### config.mk
export PLATFORM = sky130hd
export DESIGN_NAME = glyph_column_decoder_flat
export DESIGN_NICKNAME = d
export VERILOG_FILES = /design/src/rtl/glyph_column_decoder_if.sv /design/src/rtl/glyph_column_decoder.sv /design/src/flat_wrapper.sv
export SDC_FILE = /design/constraint.sdc
export NUM_CORES = 1
export LEC_CHECK = 0
export ABC_CLOCK_PERIOD_IN_PS = 1740
export CORE_ASPECT_RATIO = 1.25
export CORE_MARGIN = 2
export CORE_UTILIZATION = 23
export CTS_CLUSTER_SIZE = 24
export DETAILED_ROUTE_END_ITERATION = 8
export PLACE_DENSITY = 0.37
export SYNTH_ARGS = -nofsm -noshare
export SYNTH_HDL_FRONTEND = slang
export SYNTH_SLANG_ARGS = --single-unit
### constraint.sdc
create_clock -name clk -period 1.74 [get_ports clk]
set_input_delay 0.348 -clock clk [delete_from_list [all_inputs] [get_ports clk]]
set_output_delay 0.348 -clock clk [all_outputs]
set_load 0.02 [all_outputs]
### src/rtl/glyph_column_decoder_if.sv
// Column-stream input and character-stream output of the glyph column decoder.
// The master side feeds columns and sinks characters; the decoder is the slave.
interface glyph_column_decoder_if;
    logic       col_valid;
    logic [4:0] col_data;
    logic       col_ready;
    logic       char_valid;
    logic [7:0] char_data;
    logic       char_ready;
    logic       char_err;

    modport master (
        output col_valid, col_data, char_ready,
        input  col_ready, char_valid, char_data, char_err
    );

    modport slave (
        input  col_valid, col_data, char_ready,
        output col_ready, char_valid, char_data, char_err
    );
endinterface

### src/rtl/glyph_column_decoder.sv
// Collects 5-row dot-matrix columns up to a blank column and emits the matching ASCII code.
// Optional macro GLYPH_STATS_EN adds saturating glyph_cnt / unk_cnt statistics ports.
module glyph_column_decoder #(
    parameter int         MAX_COLS = 5,
    parameter logic [7:0] UNK_CHAR = 8'h3F
) (
    input  logic clk,
    input  logic rst,
`ifdef GLYPH_STATS_EN
    output logic [15:0] glyph_cnt,
    output logic [15:0] unk_cnt,
`endif
    glyph_column_decoder_if.slave bus
);
    localparam int CNT_W      = $clog2(MAX_COLS + 1);
    localparam int NUM_GLYPHS = 5;
    localparam int TBL_COLS   = 5;
    localparam int CMP_COLS   = (MAX_COLS < TBL_COLS) ? MAX_COLS : TBL_COLS;
    localparam logic [CNT_W-1:0] CNT_MAX = CNT_W'(MAX_COLS);

    localparam logic [7:0] GLYPH_CODE [NUM_GLYPHS] = '{8'h70, 8'h72, 8'h61, 8'h73, 8'h6E};
    localparam int         GLYPH_LEN  [NUM_GLYPHS] = '{4, 4, 4, 4, 5};
    localparam logic [4:0] GLYPH_COLS [NUM_GLYPHS][TBL_COLS] = '{
        '{5'h1f, 5'h14, 5'h14, 5'h1c, 5'h00},
        '{5'h1f, 5'h14, 5'h16, 5'h1d, 5'h00},
        '{5'h1f, 5'h14, 5'h14, 5'h1f, 5'h00},
        '{5'h1d, 5'h15, 5'h15, 5'h17, 5'h00},
        '{5'h1f, 5'h08, 5'h04, 5'h02, 5'h1f}
    };

    typedef enum logic [1:0] {IDLE, COLLECT, EMIT} state_t;

    state_t           state_q, state_d;
    logic [CNT_W-1:0] cnt_q, cnt_d;
    logic             ovf_q, ovf_d;
    logic [4:0]       buf_q [MAX_COLS];
    logic [4:0]       buf_d [MAX_COLS];
    logic [7:0]       char_data_q, char_data_d;
    logic             char_err_q, char_err_d;

    logic             col_accept;
    logic             char_xfer;
    logic             glyph_hit;
    logic [7:0]       glyph_code;
    logic             cols_equal;

    assign bus.col_ready  = ~rst && (state_q != EMIT);
    assign bus.char_valid = (state_q == EMIT);
    assign bus.char_data  = char_data_q;
    assign bus.char_err   = char_err_q;

    assign col_accept = bus.col_valid && bus.col_ready;
    assign char_xfer  = (state_q == EMIT) && bus.char_ready;

    // A glyph matches only when both the column count and every stored column agree.
    always_comb begin
        glyph_hit  = 1'b0;
        glyph_code = UNK_CHAR;
        cols_equal = 1'b0;
        for (int g = 0; g < NUM_GLYPHS; g++) begin
            cols_equal = (int'(cnt_q) == GLYPH_LEN[g]);
            for (int j = 0; j < CMP_COLS; j++) begin
                if (j < GLYPH_LEN[g] && buf_q[j] != GLYPH_COLS[g][j]) begin
                    cols_equal = 1'b0;
                end
            end
            if (cols_equal) begin
                glyph_hit  = 1'b1;
                glyph_code = GLYPH_CODE[g];
            end
        end
    end

    always_comb begin
        state_d     = state_q;
        cnt_d       = cnt_q;
        ovf_d       = ovf_q;
        buf_d       = buf_q;
        char_data_d = char_data_q;
        char_err_d  = char_err_q;
        case (state_q)
            IDLE: begin
                if (col_accept && bus.col_data != 5'h00) begin
                    buf_d[0] = bus.col_data;
                    cnt_d    = CNT_W'(1);
                    state_d  = COLLECT;
                end
            end
            COLLECT: begin
                if (col_accept) begin
                    if (bus.col_data == 5'h00) begin
                        char_data_d = (glyph_hit && !ovf_q) ? glyph_code : UNK_CHAR;
                        char_err_d  = !glyph_hit || ovf_q;
                        state_d     = EMIT;
                    end else if (cnt_q == CNT_MAX) begin
                        ovf_d = 1'b1;
                    end else begin
                        buf_d[cnt_q] = bus.col_data;
                        cnt_d        = cnt_q + 1'b1;
                    end
                end
            end
            EMIT: begin
                if (bus.char_ready) begin
                    cnt_d   = '0;
                    ovf_d   = 1'b0;
                    state_d = IDLE;
                end
            end
            default: state_d = IDLE;
        endcase
    end

    always_ff @(posedge clk) begin
        if (rst) begin
            state_q     <= IDLE;
            cnt_q       <= '0;
            ovf_q       <= 1'b0;
            char_data_q <= 8'h00;
            char_err_q  <= 1'b0;
            for (int i = 0; i < MAX_COLS; i++) begin
                buf_q[i] <= 5'h00;
            end
        end else begin
            state_q     <= state_d;
            cnt_q       <= cnt_d;
            ovf_q       <= ovf_d;
            char_data_q <= char_data_d;
            char_err_q  <= char_err_d;
            buf_q       <= buf_d;
        end
    end

`ifdef GLYPH_STATS_EN
    // Both counters advance only on an actual character handshake and stick at all-ones.
    always_ff @(posedge clk) begin
        if (rst) begin
            glyph_cnt <= 16'h0000;
            unk_cnt   <= 16'h0000;
        end else if (char_xfer) begin
            if (glyph_cnt != 16'hFFFF) begin
                glyph_cnt <= glyph_cnt + 16'h0001;
            end
            if (char_err_q && unk_cnt != 16'hFFFF) begin
                unk_cnt <= unk_cnt + 16'h0001;
            end
        end
    end
`else
    logic unused_xfer;
    assign unused_xfer = char_xfer;
`endif
endmodule

### src/flat_wrapper.sv
// flat-port wrapper written by rule: the top's interface ports become plain ports
module glyph_column_decoder_flat 
#(
    parameter int         MAX_COLS = 5,
    parameter logic [7:0] UNK_CHAR = 8'h3F
)
  (clk, rst, bus_col_valid, bus_col_data, bus_char_ready, bus_col_ready, bus_char_valid, bus_char_data, bus_char_err);
  glyph_column_decoder_if bus_i ();
  input  logic clk;
  input  logic rst;
  input wire logic [$bits(bus_i.col_valid)-1:0] bus_col_valid;
  input wire logic [$bits(bus_i.col_data)-1:0] bus_col_data;
  input wire logic [$bits(bus_i.char_ready)-1:0] bus_char_ready;
  output wire logic [$bits(bus_i.col_ready)-1:0] bus_col_ready;
  output wire logic [$bits(bus_i.char_valid)-1:0] bus_char_valid;
  output wire logic [$bits(bus_i.char_data)-1:0] bus_char_data;
  output wire logic [$bits(bus_i.char_err)-1:0] bus_char_err;
  assign bus_i.col_valid = bus_col_valid;
  assign bus_i.col_data = bus_col_data;
  assign bus_i.char_ready = bus_char_ready;
  assign bus_col_ready = bus_i.col_ready;
  assign bus_char_valid = bus_i.char_valid;
  assign bus_char_data = bus_i.char_data;
  assign bus_char_err = bus_i.char_err;
  glyph_column_decoder #(.MAX_COLS(MAX_COLS), .UNK_CHAR(UNK_CHAR)) u_core (.clk(clk), .rst(rst), .bus(bus_i));
endmodule
# Word-level counts from Yosys, hierarchy flattened
# Index checks and enable logic that the tools add are counted.
[word_totals]
ff_bits = 40
input_bits = 9
output_inout_bits = 11
word_cells = 116
[classes]
add_sub_neg = 1
n_lt_le_gt_ge = 2
eq_ne = 28
mux = 51
bitwise = 4
reduce_logical = 20
[ops]
columns = ["cell", "n"]
rows = [
  ["2-to-1 mux 25 bit", 3],
  ["inequality test 5 bit, second input constant", 12],
  ["2-to-1 mux 8 bit", 5],
  ["bitwise mux 25 bit", 1],
  ["2-to-1 mux 1 bit", 25],
  ["demux 5 bit (select 3 bit)", 1],
  ["2-to-1 mux 3 bit", 5],
  ["2-to-1 mux 5 bit", 2],
  ["one-hot mux 5 bit (2 select lines)", 1],
  ["AND reduction 5 bit", 2],
  ["equality test 3 bit, second input constant", 3],
  ["one-hot mux 3 bit (3 select lines)", 1],
  ["2-to-1 mux 2 bit", 4],
  ["inequality test 2 x 1 -> 1 bit, second input constant", 4],
  ["inequality test 2 bit, second input constant", 4],
  ["AND reduction 4 bit", 2],
  ["2-to-1 mux 7 bit", 1],
  ["one-hot mux 2 bit (3 select lines)", 1],
  ["AND reduction 6 bit", 1],
  ["logical AND 1 bit", 5],
  ["logical NOT 5 bit", 1],
  ["inequality test 5 x 2 -> 1 bit, second input constant", 1],
  ["inequality test 5 x 3 -> 1 bit, second input constant", 1],
  ["inequality test 5 x 4 -> 1 bit, second input constant", 1],
  ["15 further kinds", 19],
]

# Longest topological paths before layout
[logic_depth]
ltp_word = 12
ltp_mapped = 8

# Least setup slack after synthesis
# No wires, ideal clock.
[synth_timing]
kind = "register -> register"
from = "reg u_core.state_q[0]"
to = "reg u_core.char_data_q[0] (netlist: u_core.bus.char_data[0])"
setup_time_ns = 0.059
arrival_ns = 1.917
path_slack_ns = -0.236
path_stages_with_launch = 9
period_less_slack_ns = 1.976
path_cell_list = "dfxtp_1 inv_1 ha_1 nor3b_2 and4_1 buf_2 nor2_1 or3_1 nand2_1"
[synth_via]
elab_chain_cells = 4
word_cells_on_any_way = 5
classes_between = "2 x eq/ne; 3 x reduce/logical"
[synth_lines]
columns = ["element", "line", "source"]
rows = [
  ["start: declaration", "glyph_column_decoder.sv:33", "state_t state_q, state_d;"],
  ["start signal: assignment", "glyph_column_decoder.sv:125", "state_q <= state_d;"],
  ["inequality test 2 bit", "glyph_column_decoder.sv:47", "assign bus.col_ready = ~rst && (state_q != EMIT);"],
  ["logical AND 1 bit", "glyph_column_decoder.sv:47", ""],
  ["logical AND 1 bit", "glyph_column_decoder.sv:52", "assign col_accept = bus.col_valid && bus.col_ready;"],
  ["AND reduction 3 bit (no source line) *", "--", ""],
  ["end signal: assignment", "glyph_column_decoder.sv:128", "char_data_q <= char_data_d;"],
  ["end: declaration", "glyph_column_decoder.sv:38", "logic [7:0] char_data_q, char_data_d;"],
]
# Mark *: on every way between the ends. The rest lies on a longest branch, timed or not.
# A chain may end at the register's enable or synchronous reset.

# Worst setup path after layout
[layout_timing]
from = "reg u_core.state_q[0]"
to = "reg u_core.state_q[1]"
[layout_via]
elab_chain_cells = 6
word_cells_on_any_way = 13
classes_between = "7 x eq/ne; 1 x mux; 5 x reduce/logical"
[layout_lines]
columns = ["element", "line", "source"]
rows = [
  ["inequality test 2 bit", "glyph_column_decoder.sv:47", ""],
  ["logical AND 1 bit", "glyph_column_decoder.sv:47", ""],
  ["logical AND 1 bit", "glyph_column_decoder.sv:52", ""],
  ["logical AND 1 bit", "glyph_column_decoder.sv:83", "if (col_accept && bus.col_data != 5'h00) begin"],
  ["inequality test 2 x 1 -> 1 bit (no source line)", "--", ""],
  ["AND reduction 4 bit (no source line)", "--", ""],
]
# Several ways; a longest one is shown, not always the timed one.

==> metrics.md <==
| Metric | Value |
|---|---|
| Status | completed |
| Final Cycle Share | 96.9% |
| Combinational fraction of design power | 15.4% |
| Cell Rows | 37 |
| Slew Viols, Final | 0 |
| Clock root cell | clkbuf_8 |
| Starting DRC count in detailed routing | 38 |
| Ys Warns | 0 |
| Fmax achieved | 593 MHz |
| Antenna violations before repair | 0 |
| Ports | 20 |
| Synth Flop Type | dfxtp_1 |
| Final Instance Area | 2680 um^2 |
| PortBufs | 18 |
| Sequential element share of the synthesized area | 38.6% |
| Die Ht | 108 um |
| CP max FO | 4 |
| Crit Path Class | reg2reg |
| Post-layout util | 32.4% |
| Cell taking the most area after synthesis | dfxtp_1 |
| Post-synthesis simple-gate area fraction | 27.6% |
| Post-synthesis compound-gate area fraction | 11.7% |
| First-pass GRT wire length | 9180 um |
| Pint | 1.33 mW |
| FF-to-FF path depth | 9 |
| Syn_nets | 234 |
| Synth async-reset ratio | 0% |
| Setup TNS | 0 ns |
| CP endpoint kind | register |
| Clock network power share | 35.9% |
| Drt first pass iters | 4 |
| # DRC | 0 |
| Vias per cell | 4.56 |
| Placer Congestion | 0.729 |
| Tmin final | 1.69 ns |
| Dpl cell area | 2550 um^2 |
| Sw Share | 27.6% |
| Synthesized instance count | 218 |
| Fin. Hold Viols | 0 |
| H-tree depth | 2 |
| GRT Total Usage | 13.1% |
| CORE AREA | 8290 um^2 |
| DP HPWL | 4270 um |
| Synth cell types | 50 |
| Wire per inst | 15.3 um |
| Mux share of post-synthesis cell area | 11.7% |
| Area contributors post-synth | dfxtp_1 39%, mux2i_1 12%, nor2_1 6.8% |
| Number of antenna diodes | 0 |
| Commonest cells post-synth | 38 x dfxtp_1, 36 x nor2_1, 23 x mux2i_1 |
| Worst r2r dst | u_core.state_q[1] |
| FF-to-FF Start | u_core.state_q[0] |
| Mean Syn Cell Area | 9.05 um^2 |
| XOR/XNOR share of the synthesized area | 0.888% |
| Sequential fraction of design power | 48.7% |
| Leak | 1.19 nW |
| Post-Syn Area | 1970 um^2 |
| # nets final | 288 |
| Starting Density | 23.8% |
| Die W | 86.8 um |
| Largest net degree at the start of global routing | 36 |
| Total CTS buffers | 5 |
| Psw | 508 uW |
| Clk buf depth | 2 |
| Worst Path Required | 1.92 ns |
| Hold Path Class | in2reg |
| RSZ-0062 raised after global routing | true |
| Sink Count | 38 |
| Max-Cap Viols | 0 |
| Clk pin slew, worst setup/hold paths | 0.08 ns |
| Gr ovfl total | 0 |
| # setup viols final | 0 |
| Peak VDD IR | 284 uV |
| Number of global-route vias before repair | 1724 |
| Area added between synthesis and finish | 36.0% |
| Count leader, synth | dfxtp_1 |
| Cell Pwr Density | 686 nW/um^2 |
| CTS tree | done |
| Via count | 1688 |
| Die area | 9340 um^2 |
| Main combinational cell family by area after synthesis | simple AND/OR/NAND/NOR gates |
| Arrival time at the worst endpoint | 1.87 ns |
| Worst setup path end | u_core.state_q[1] |
| Flop2flop setup slack | 0.05 ns |
| Post-Synth Adder-Cell Area | 4.44% |
| Critical Path Start | u_core.state_q[0] |
| Synth top area share | 38.6% |
| Clock skew | 0.00325 ns |
| Routed Antenna Nets | 0 |
| Worst-skew pair later-pin latency | 0.29 ns |
| Fin Hold WS | 0.393 ns |
| EDFF count, synth | 0 |
| Share of cells above drive strength 1 | 31.1% |
| CP startpoint kind | register |
| Number of synthesized register bits | 38 |
| DRT Wirelength | 5670 um |
## sequential cells by signal, summed over array words and instances (netlist names)
signal,cells
u_core.cnt_q,3
u_core.ovf_q,1
u_core.buf_q,25
u_core.state_q,2
u_core.bus.char_data,6
u_core.bus.char_err,1
## per-layer routing
| layer | vias up | global-route usage (%) | routed length [um] |
|---|---|---|---|
| li1 | 871 | - | - |
| met1 | 789 | 16.1 | 2570 |
| met2 | 21 | 22.6 | 2900 |
| met3 | 7 | 2.30 | 108 |
| met4 | 0 | 4.69 | 92 |
| met5 | - | 0 | 0 |
## stage by stage
stage	std cells	power [mW]	setup WS [ns]
after global routing	370	1.93	-0.0590
after global placement	361	1.20	-0.681
final	370	1.84	0.0546
after detailed placement	361	1.19	-0.689
after floorplan	218	1.06	-0.0343
after CTS	370	1.87	0.0142
## how the worst min path moves through the flow
stage | start | endpoint | slack, ns | depth (start not counted)
after floorplan | bus_char_ready | u_core.ovf_q | 0.45 | 1
after global placement | u_core.bus.char_data[5] | u_core.bus.char_data[5] | 0.45 | 2
after detailed placement | u_core.bus.char_data[5] | u_core.bus.char_data[5] | 0.46 | 2
after CTS | u_core.bus.char_data[5] | u_core.bus.char_data[5] | 0.49 | 2
after global routing | bus_col_data[3] | u_core.buf_q[8] | 0.43 | 3
final | bus_col_data[2] | u_core.buf_q[12] | 0.39 | 3
## layout make-up
type	instances	area [um^2]
fill	883	5600
multi-input combinational	159	1190
sequential	38	762
timing repair buffer	62	497
tap	97	121
clock buffer	6	82.6
inverter	6	22.5
clock inverter	2	12.5
## logic make-up after synthesis
| group | count (synthesis) |
|---|---|
| adder cells (fa/ha/maj) | 7 |
| AO/OA/AOI/OAI | 34 |
| buffers and inverters | 21 |
| XOR/XNOR | 2 |
| multiplexers | 23 |
| other | 1 |
| AND/OR/NAND/NOR | 92 |
| flip-flops | 38 |
## layout by cell type, fill, tap and decap left out, types with 2 or more instances in the layout
cell and instances:
dlygate4sd2_1 3, a31oi_1 2, clkbuf_2 4, ha_1 5
clkdlybuf4s50_1 10, nand3_1 6, clkbuf_8 6, buf_6 4
mux2i_1 22, a21oi_1 9, nand4_1 4, inv_1 4
nor2_1 34, or3_1 2, nor2_2 3, dfxtp_1 37
o21ai_0 10, nand4_4 3, inv_2 2, buf_4 40
nor4b_1 2, nand4b_1 2, and4b_1 2, nor3b_1 3
a21o_1 2, nor2b_1 4, nor3_1 4, nand2_1 12
## critical path, stage by stage, from the launching register on
cell     delay, ns
dfxtp_2       0.34
inv_2         0.05
ha_4          0.16
nor3b_4       0.18
buf_6         0.15
o21ai_4       0.07
buf_6         0.13
a211o_2       0.29
a22oi_2       0.15
nor2_1        0.05
## what timing repair did
action,in CTS,in global routing
setup endpoints to repair,40,30
pin swaps,8,11
resized for setup,20,17
buffers inserted,1,0
hold buffers,0,0
## power groups by stage
stage	Clock (mW)	Sequential [mW]	Combinational, mW
4_1_cts	0.697	0.895	0.281
5_1_grt	0.721	0.898	0.315
2_1_floorplan	0	0.916	0.142
3_3_place_gp	0	0.916	0.280
6_report	0.661	0.896	0.284
3_5_place_dp	0	0.914	0.276
No activity file was read; power rests on OpenSTA's default activity.
